==> config.mk <==
export PLATFORM = sky130hd
export DESIGN_NAME = paddle_button_conditioner
export DESIGN_NICKNAME = d
export VERILOG_FILES = /design/src/rtl/paddle_button_conditioner.sv
export SDC_FILE = /design/constraint.sdc
export NUM_CORES = 1
export LEC_CHECK = 0
export BUFFER_PORTS_ARGS = -buffer_cell sky130_fd_sc_hd__buf_2
export CORE_UTILIZATION = 35
export DETAILED_ROUTE_END_ITERATION = 6
export SYNTH_ARGS = -nofsm -noshare
export SYNTH_HDL_FRONTEND = slang
export SYNTH_SLANG_ARGS = --single-unit
==> constraint.sdc <==
create_clock -name clock -period 3.15 [get_ports clock]
set_input_delay 0.1575 -clock clock [delete_from_list [all_inputs] [get_ports clock]]
set_output_delay 0.1575 -clock clock [all_outputs]
set_load 0.1 [all_outputs]
==> src/rtl/paddle_button_conditioner.sv <==
`default_nettype none
// ============================================================================
// Module   : paddle_button_conditioner
// Brief    : Synchronises and debounces two active-low paddle buttons and
//            turns a held button into one-cycle step strobes. The first strobe
//            is immediate, then the strobes auto-repeat. Define PADDLE_ACCEL_EN
//            to build the slow-to-fast repeat acceleration.
// Revision : 1.0 - initial release
// ============================================================================
module paddle_button_conditioner #(
    parameter int DEBOUNCE_CYCLES = 50000,
    parameter int SLOW_PERIOD     = 500000,
    parameter int FAST_PERIOD     = 150000,
    parameter int ACCEL_STEPS     = 16,
    parameter int CNT_WIDTH       = 20
) (
    input  logic       clock,
    input  logic       reset,
    input  logic [1:0] key_n,
    output logic [1:0] button,
    output logic [1:0] held,
    output logic       fast
);

    localparam logic [CNT_WIDTH-1:0] c_DEB_LAST  = CNT_WIDTH'(DEBOUNCE_CYCLES - 1);
    localparam logic [CNT_WIDTH-1:0] c_SLOW_LAST = CNT_WIDTH'(SLOW_PERIOD - 1);
`ifdef PADDLE_ACCEL_EN
    localparam logic [CNT_WIDTH-1:0] c_FAST_LAST = CNT_WIDTH'(FAST_PERIOD - 1);
    localparam int                   c_STEP_W    = $clog2(ACCEL_STEPS + 1);
`endif

    typedef enum logic [1:0] {
        S_IDLE = 2'd0,
        S_SLOW = 2'd1,
        S_FAST = 2'd2
    } state_t;

    logic [1:0]           r_sync1;
    logic [1:0]           r_sync2;
    logic [1:0]           w_debN;
    logic [1:0]           w_dir;
    logic [CNT_WIDTH-1:0] w_periodLast;
    state_t               r_state;
    logic [CNT_WIDTH-1:0] r_rateCnt;
    logic [1:0]           r_dir;
`ifdef PADDLE_ACCEL_EN
    logic [c_STEP_W-1:0]  r_stepCnt;
    logic                 r_fast;
`endif

    // Sync flops preset to released so reset never looks like a press.
    always_ff @(posedge clock) begin
        if (reset) begin
            r_sync1 <= 2'b11;
            r_sync2 <= 2'b11;
        end else begin
            r_sync1 <= key_n;
            r_sync2 <= r_sync1;
        end
    end

    for (genvar gi = 0; gi < 2; gi++) begin : g_debounce
        logic                 r_debN;
        logic [CNT_WIDTH-1:0] r_debCnt;

        always_ff @(posedge clock) begin
            if (reset) begin
                r_debN   <= 1'b1;
                r_debCnt <= '0;
            end else if (r_sync2[gi] == r_debN) begin
                r_debCnt <= '0;
            end else if (r_debCnt == c_DEB_LAST) begin
                r_debN   <= ~r_debN;
                r_debCnt <= '0;
            end else begin
                r_debCnt <= r_debCnt + CNT_WIDTH'(1);
            end
        end

        assign w_debN[gi] = r_debN;
    end

    assign held  = ~w_debN;
    // One-hot direction; both or neither held resolves to no movement.
    assign w_dir = (held == 2'b01 || held == 2'b10) ? held : 2'b00;

`ifdef PADDLE_ACCEL_EN
    assign w_periodLast = (r_state == S_FAST) ? c_FAST_LAST : c_SLOW_LAST;
    assign fast         = r_fast;
`else
    assign w_periodLast = c_SLOW_LAST;
    assign fast         = 1'b0;
`endif

    // The FIRST step is taken on the edge that leaves IDLE (or sees a direction
    // reversal), so its strobe lands one cycle after held changes.
    always_ff @(posedge clock) begin
        if (reset) begin
            r_state   <= S_IDLE;
            r_rateCnt <= '0;
            r_dir     <= 2'b00;
            button    <= 2'b11;
`ifdef PADDLE_ACCEL_EN
            r_stepCnt <= '0;
            r_fast    <= 1'b0;
`endif
        end else begin
            button <= 2'b11;
            if (w_dir == 2'b00) begin
                r_state   <= S_IDLE;
                r_rateCnt <= '0;
`ifdef PADDLE_ACCEL_EN
                r_fast    <= 1'b0;
`endif
            end else if (r_state == S_IDLE || w_dir != r_dir) begin
                button    <= ~w_dir;
                r_dir     <= w_dir;
                r_rateCnt <= '0;
`ifdef PADDLE_ACCEL_EN
                r_stepCnt <= c_STEP_W'(1);
                if (ACCEL_STEPS == 1) begin
                    r_state <= S_FAST;
                    r_fast  <= 1'b1;
                end else begin
                    r_state <= S_SLOW;
                    r_fast  <= 1'b0;
                end
`else
                r_state   <= S_SLOW;
`endif
            end else if (r_rateCnt == w_periodLast) begin
                button    <= ~r_dir;
                r_rateCnt <= '0;
`ifdef PADDLE_ACCEL_EN
                // Step count only advances in SLOW, so it saturates at ACCEL_STEPS.
                if (r_state == S_SLOW) begin
                    r_stepCnt <= r_stepCnt + c_STEP_W'(1);
                    if (int'(r_stepCnt) + 1 >= ACCEL_STEPS) begin
                        r_state <= S_FAST;
                        r_fast  <= 1'b1;
                    end
                end
`endif
            end else begin
                r_rateCnt <= r_rateCnt + CNT_WIDTH'(1);
            end
        end
    end

endmodule
`default_nettype wire

* After elaboration in Yosys (flattened, before gate mapping)
Index checks and enable logic that the tools add are counted.
Storage, ports and cells: flip-flop bits (word level) 71, latch bits 0, RAM bits 0, ROM bits 0, output and inout bits 5, word-level logic and storage cells 43, memories kept 0
Cells by class: $add $sub $neg 3, multipliers 0, divide/modulo/power cells 0, order comparisons 0, equality and inequality tests 8, shift operators 0, muxes and demuxes 3, bitwise logic cells 8, reduce and logical (&&, ||, !) cells 11
Operators by type and width (number):
- $add 20x1->20 const B | 3
- $eq 20x16->1 const B | 2
- $eq 20x19->1 const B | 1
- $mux 2 | 3
- $not 2->2 | 3
- $reduce_and 2->1 | 3
- $reduce_or 3->1 | 2
- $not 1->1 | 5
- $logic_not 2->1 | 2
- $reduce_or 4->1 | 1
- $eq 1x1->1 | 2
- $eq 2x1->1 const B | 1
- $eq 2x2->1 const B | 1
- $logic_or 1x1->1 | 2
- $ne 2x2->1 | 1
- $reduce_or 2->1 | 1

* Logic depth before layout (Yosys ltp)
word-level depth 7, mapped depth 7, gate-level depth less buffers 6

* Worst setup path after synthesis
OpenSTA, ideal clock, no wires.
kind register to register, from register g_debounce[0].r_debN, to register r_rateCnt[18], data arrival time 2026 ps, data required time 3080 ps, path slack 1055 ps, cell stages (with the launch flop) 8, buffers on the path 1, period minus slack after synthesis 2095 ps, cells stage by stage dfxtp_1 -> inv_1 -> ha_1 -> nor2_1 -> and4_1 -> o21ai_1 -> buf_2 -> a21oi_1
Between the ends: cells in the longest elaborated chain, start to end 7, elaborated cells on any way between the ends 9, those cells by class eq/ne: 3; mux: 1; bitwise: 1; reduce/logical: 4
RTL lines:
- start, declared | RTL line 63 | logic r_debN;
- start signal, assigned | RTL line 73 | r_debN <= ~r_debN;
- $not 2->2 * | RTL line 83 | assign held = ~w_debN;
- net held[0] | RTL line 21 | output logic [1:0] held,
- $eq 2x1->1 or $eq 2x2->1 (tied branches) | RTL line 85 | assign w_dir = (held == 2'b01 || held == 2'b10) ? held : 2'b00;
- $logic_or 1x1->1 | RTL line 85
- $mux 2 * | RTL line 85
- $ne 2x2->1 | RTL line 115 | end else if (r_state == S_IDLE || w_dir != r_dir) begin
- $logic_or 1x1->1 | RTL line 115
- $reduce_or 4->1 (no line) *
- end signal, assigned | RTL line 145 | r_rateCnt <= r_rateCnt + CNT_WIDTH'(1);
- end, declared | RTL line 44 | logic [CNT_WIDTH-1:0] r_rateCnt;
The timed path passes the listed nets; every way through them passes the cells marked *. A chain may end at the register's enable or synchronous reset.

* Worst setup path after layout
from register r_rateCnt[8], to register r_rateCnt[11]
Between the ends: cells in the longest elaborated chain, start to end 2, elaborated cells on any way between the ends 3, those cells by class add/sub: 1; eq/ne: 1; reduce/logical: 1
RTL lines:
- parallel branches: the longest is 2 deep, another holds $add 20x1->20
Parallel ways; which one is timed is not known.

==> reports/summary.log <==
qor: floorplan.placementRows 34
qor: sta.setup_viol 0
qor: sta.fin_tns_setup 0 ns
qor: detailed_routing.drcViolationCount 0
qor: cts.post-cts-setup-buffer-count 0
qor: finish.areaGrowthSynthToFinish 11.5%
qor: floorplan.pin_count 9
qor: global_routing.antenna_violations_before_repair 0
qor: cts.cts_max_path_buffers 2
qor: global_routing.grt_remaining_overflow 0
qor: cts.post_cts_resize_count 0
qor: sta.relSlewSlack 59.1%
qor: finish.post_route_cells_drive_above_1_share 9.26%
qor: cts.clkLatencyLatePin 0.33 ns
qor: global_routing.grt_max_degree 20
qor: detailed_routing.drt_iter0_drc 78
qor: cts.numClockSinks 71
qor: detailed_routing.drtPass1Iterations 4
qor: sta.drv_slew 0
qor: floorplan.die-area 9340 um^2
qor: yosys.part_of_the_yosys_area_used_for_sequential_elements 45.3%
qor: worst_setup_path.timing.critical_path.buf_inv 1
qor: worst_setup_path.cp.depth 5
qor: finish.finish.net_count 372
qor: cts.cts-root-buf clkbuf_8
qor: yosys.synth_cell_type_count 36
qor: finish.antenna_diode_count 0
qor: worst_setup_path.reg2regPathDepth 5
qor: cts.cts-hold-fix-buffers 2
qor: detailed_routing.route.vias.total 2430
qor: floorplan.start_util 36.1%
qor: sta.final_hold_viol_count 0
qor: yosys.ys_ff_latch 71
qor: sta.finClkSkew 0.00450 ns
qor: worst_setup_path.timing.critical_path.cells or4b_2 -> or4_1 -> o21ai_1 -> buf_4 -> nor2_1
qor: global_routing.grt_util_all_layers 12.7%
qor: yosys.yosysTopAreaCellShare 45.3%
qor: sta.final_period_demand_of_the_worst_path 2.40 ns
qor: cts.clk_pin_slew 0.07 ns
qor: run_status.status completed
qor: worst_setup_path.path_delay_family simple AND/OR/NAND/NOR gates
qor: detailed_routing.detail-route-antenna-nets 0
qor: yosys.synthCells 353
qor: global_routing.grt_pass1_vias 2154
qor: yosys.async_reset_ff_share 0%
qor: yosys.yosys_most_used_dff dfxtp_1
qor: pwr.cellLeakagePower 0.00109 uW
qor: worst_setup_path.worst_ep_required_time 3.37 ns
qor: worst_setup_path.cp_data_arrival_time 2.63 ns
qor: cts.tritoncts.num_buffers 9
qor: finish.final_core_util 40.3%
qor: floorplan.die_x 96.7 um
qor: worst_setup_path.critical_path.max_fanout 14
qor: pwr.power_per_cell_area 487 nW/um^2
qor: finish.fillCellCount 890
qor: run.max_cap_violations 0
qor: worst_hold_path.class_of_the_tightest_hold_or_removal_check in2reg
qor: yosys.syn_area_per_cell 8.88 um^2
qor: worst_hold_path.hold_depth 2
qor: worst_setup_path.critPathCaptureType flop
qor: pwr.irDropWorstVdd 0.000280 V
qor: detailed_routing.total_wire_length 5.68 mm
qor: placed_design.numPortBuffers 7
qor: floorplan.die_h 96.7 um
qor: yosys.synth-edff-count 0
qor: yosys.synth_top_cell_by_area dfxtp_1
qor: yosys.yosys_warnings 0
qor: global_routing.grt_first_pass_wirelength 9.78 mm
qor: yosys.synth_area 3140 um^2
qor: worst_setup_path.worstSetupStartpointType flop
qor: placed_design.gp_routability_congestion 0.809
qor: worst_setup_path.worst-setup-path-type reg2reg
qor: floorplan.coreArea 8680 um^2
qor: sta.tightest_slew 0.608 ns
qor: detailed_routing.vias_per_cell 5.12
qor: worst_setup_path.critical-path-slowest-cell or4b_2
qor: detailed_routing.routedWlPerCell 12.0 um
qor: sta.finalCritPeriodShare 76.3%
qor: yosys.netlist_top_cells_area dfxtp_1 (45%), xor2_1 (6.7%), nor2_1 (6.5%)
qor: worst_setup_path.critPathMaxStageDelay 0.62 ns
qor: sta.unrepaired_setup_endpoints_after_global_routing no
qor: placed_design.hpwl 3.78 mm
qor: cts.cts_tree built
qor: yosys.synth_fp_nets 362
qor: sta.maxClockFrequency 0.416 GHz
qor: cts.cts_htree_levels 3
==> worst reg2reg max path, delay by kind of cell, from the launching register on <==
family | cells | cell delay [ns]
simple gates | 3 | 1.15
compound gates | 1 | 0.43
flops | 1 | 0.42
buf+inv | 1 | 0.30
==> layout by cell type (no fill, tap or decap), types with 2 or more instances in the layout <==
cell           Yosys  layout
buf_2              2       7
nor2_1            54      54
or4b_1             2       2
clkinv_2           0       2
clkbuf_8           0      10
o21ai_0            8       8
and4_1             7       7
o31ai_1            3       3
or3_1             10      10
buf_4              2       2
nor3_1             4       4
and3_1             5       5
or2_2              5       5
nand4_1           23      23
o21a_1             2       2
xor2_1            24      24
mux2i_1            2       2
xnor2_1           22      22
nand3_1           24      24
bufinv_16          0       2
o21ai_1            2       2
dlygate4sd3_1      0       2
a21oi_1           12      12
nor4_1            10      10
ha_1               5       5
inv_1             11      11
nor4b_1            3       3
nand2_1           15      15
or4_1              8       8
dfxtp_1           71      71
==> metrics by stage <==
| step | hold slack, ns | area [um^2] | setup slack [ns] | std cells | total power (uW) |
|---|---|---|---|---|---|
| after detailed placement | 0.342 | 3270 | 0.754 | 458 | 941 |
| final | 0.138 | 3500 | 0.746 | 475 | 1700 |
| after CTS | 0.130 | 3500 | 0.750 | 475 | 1730 |
| after global placement | 0.340 | 3270 | 0.798 | 458 | 941 |
| after global routing | 0.143 | 3500 | 0.595 | 475 | 1770 |
| after floorplan | 0.255 | 3140 | 1.05 | 353 | 938 |
==> layer usage <==
metal	global-route usage, %	vias to the layer above	wire [um]
met2	18.8	39	2390
li1	-	1277	-
met5	0	-	0
met1	17.2	1105	3020
met3	3.03	9	175
met4	6.20	0	93
==> kinds of logic after synthesis <==
family,count (synthesis),share of synthesized area (%)
other,1,0.120
flip-flops,71,45.3
adder cells (fa/ha/maj),5,2.00
multiplexers,2,0.638
XOR/XNOR,46,12.8
AND/OR/NAND/NOR,174,29.9
buffers and inverters,23,3.07
AO/OA/AOI/OAI,31,6.07
==> registers in the layout (all words and copies together) (netlist names) <==
register	flops
button	2
g_debounce.r_debN	2
g_debounce.r_debCnt	40
r_dir	2
r_sync2	2
r_sync1	2
r_state	1
r_rateCnt	20
==> synthesized netlist by cell type (3+ instances only) <==
library cell	instances
nand4_1	23
nor4b_1	3
nand3_1	24
o31ai_1	3
ha_1	5
nor4_1	10
and4_1	7
nor2_1	54
or4_1	8
or3_1	10
o21ai_0	8
xnor2_1	22
or2_2	5
a21oi_1	12
clkbuf_1	8
nand2_1	15
xor2_1	24
inv_1	11
and3_1	5
nor3_1	4
dfxtp_1	71
==> worst paths after layout <==
| kind | from | to | slack, ns |
|---|---|---|---|
| setup reg to reg | r_rateCnt[8] | r_rateCnt[11] | 0.75 |
| setup / recovery | r_rateCnt[8] | r_rateCnt[11] | 0.75 |
| hold / removal | reset | r_dir[1] | 0.14 |
| hold reg to reg | r_sync1[0] | r_sync2[0] | 0.41 |
==> where the power goes <==
| group | total, uW | switching [uW] | internal [uW] |
|---|---|---|---|
| clock | 781 | 320 | 461 |
| combinational | 20.1 | 13.6 | 6.54 |
| sequential | 902 | 1.60 | 900 |
==> final cells by class <==
cell class	instances	area, um^2	share of cell area (%)
Tap cell	108	135	3.86
Clock inverter	4	70.1	2.00
Sequential cell	71	1420	40.6
Clock buffer	11	141	4.04
Timing Repair Buffer	11	70.1	2.00
Inverter	11	41.3	1.18
Multi-Input combinational cell	259	1620	46.3
Power figures use the tool's default switching activity.
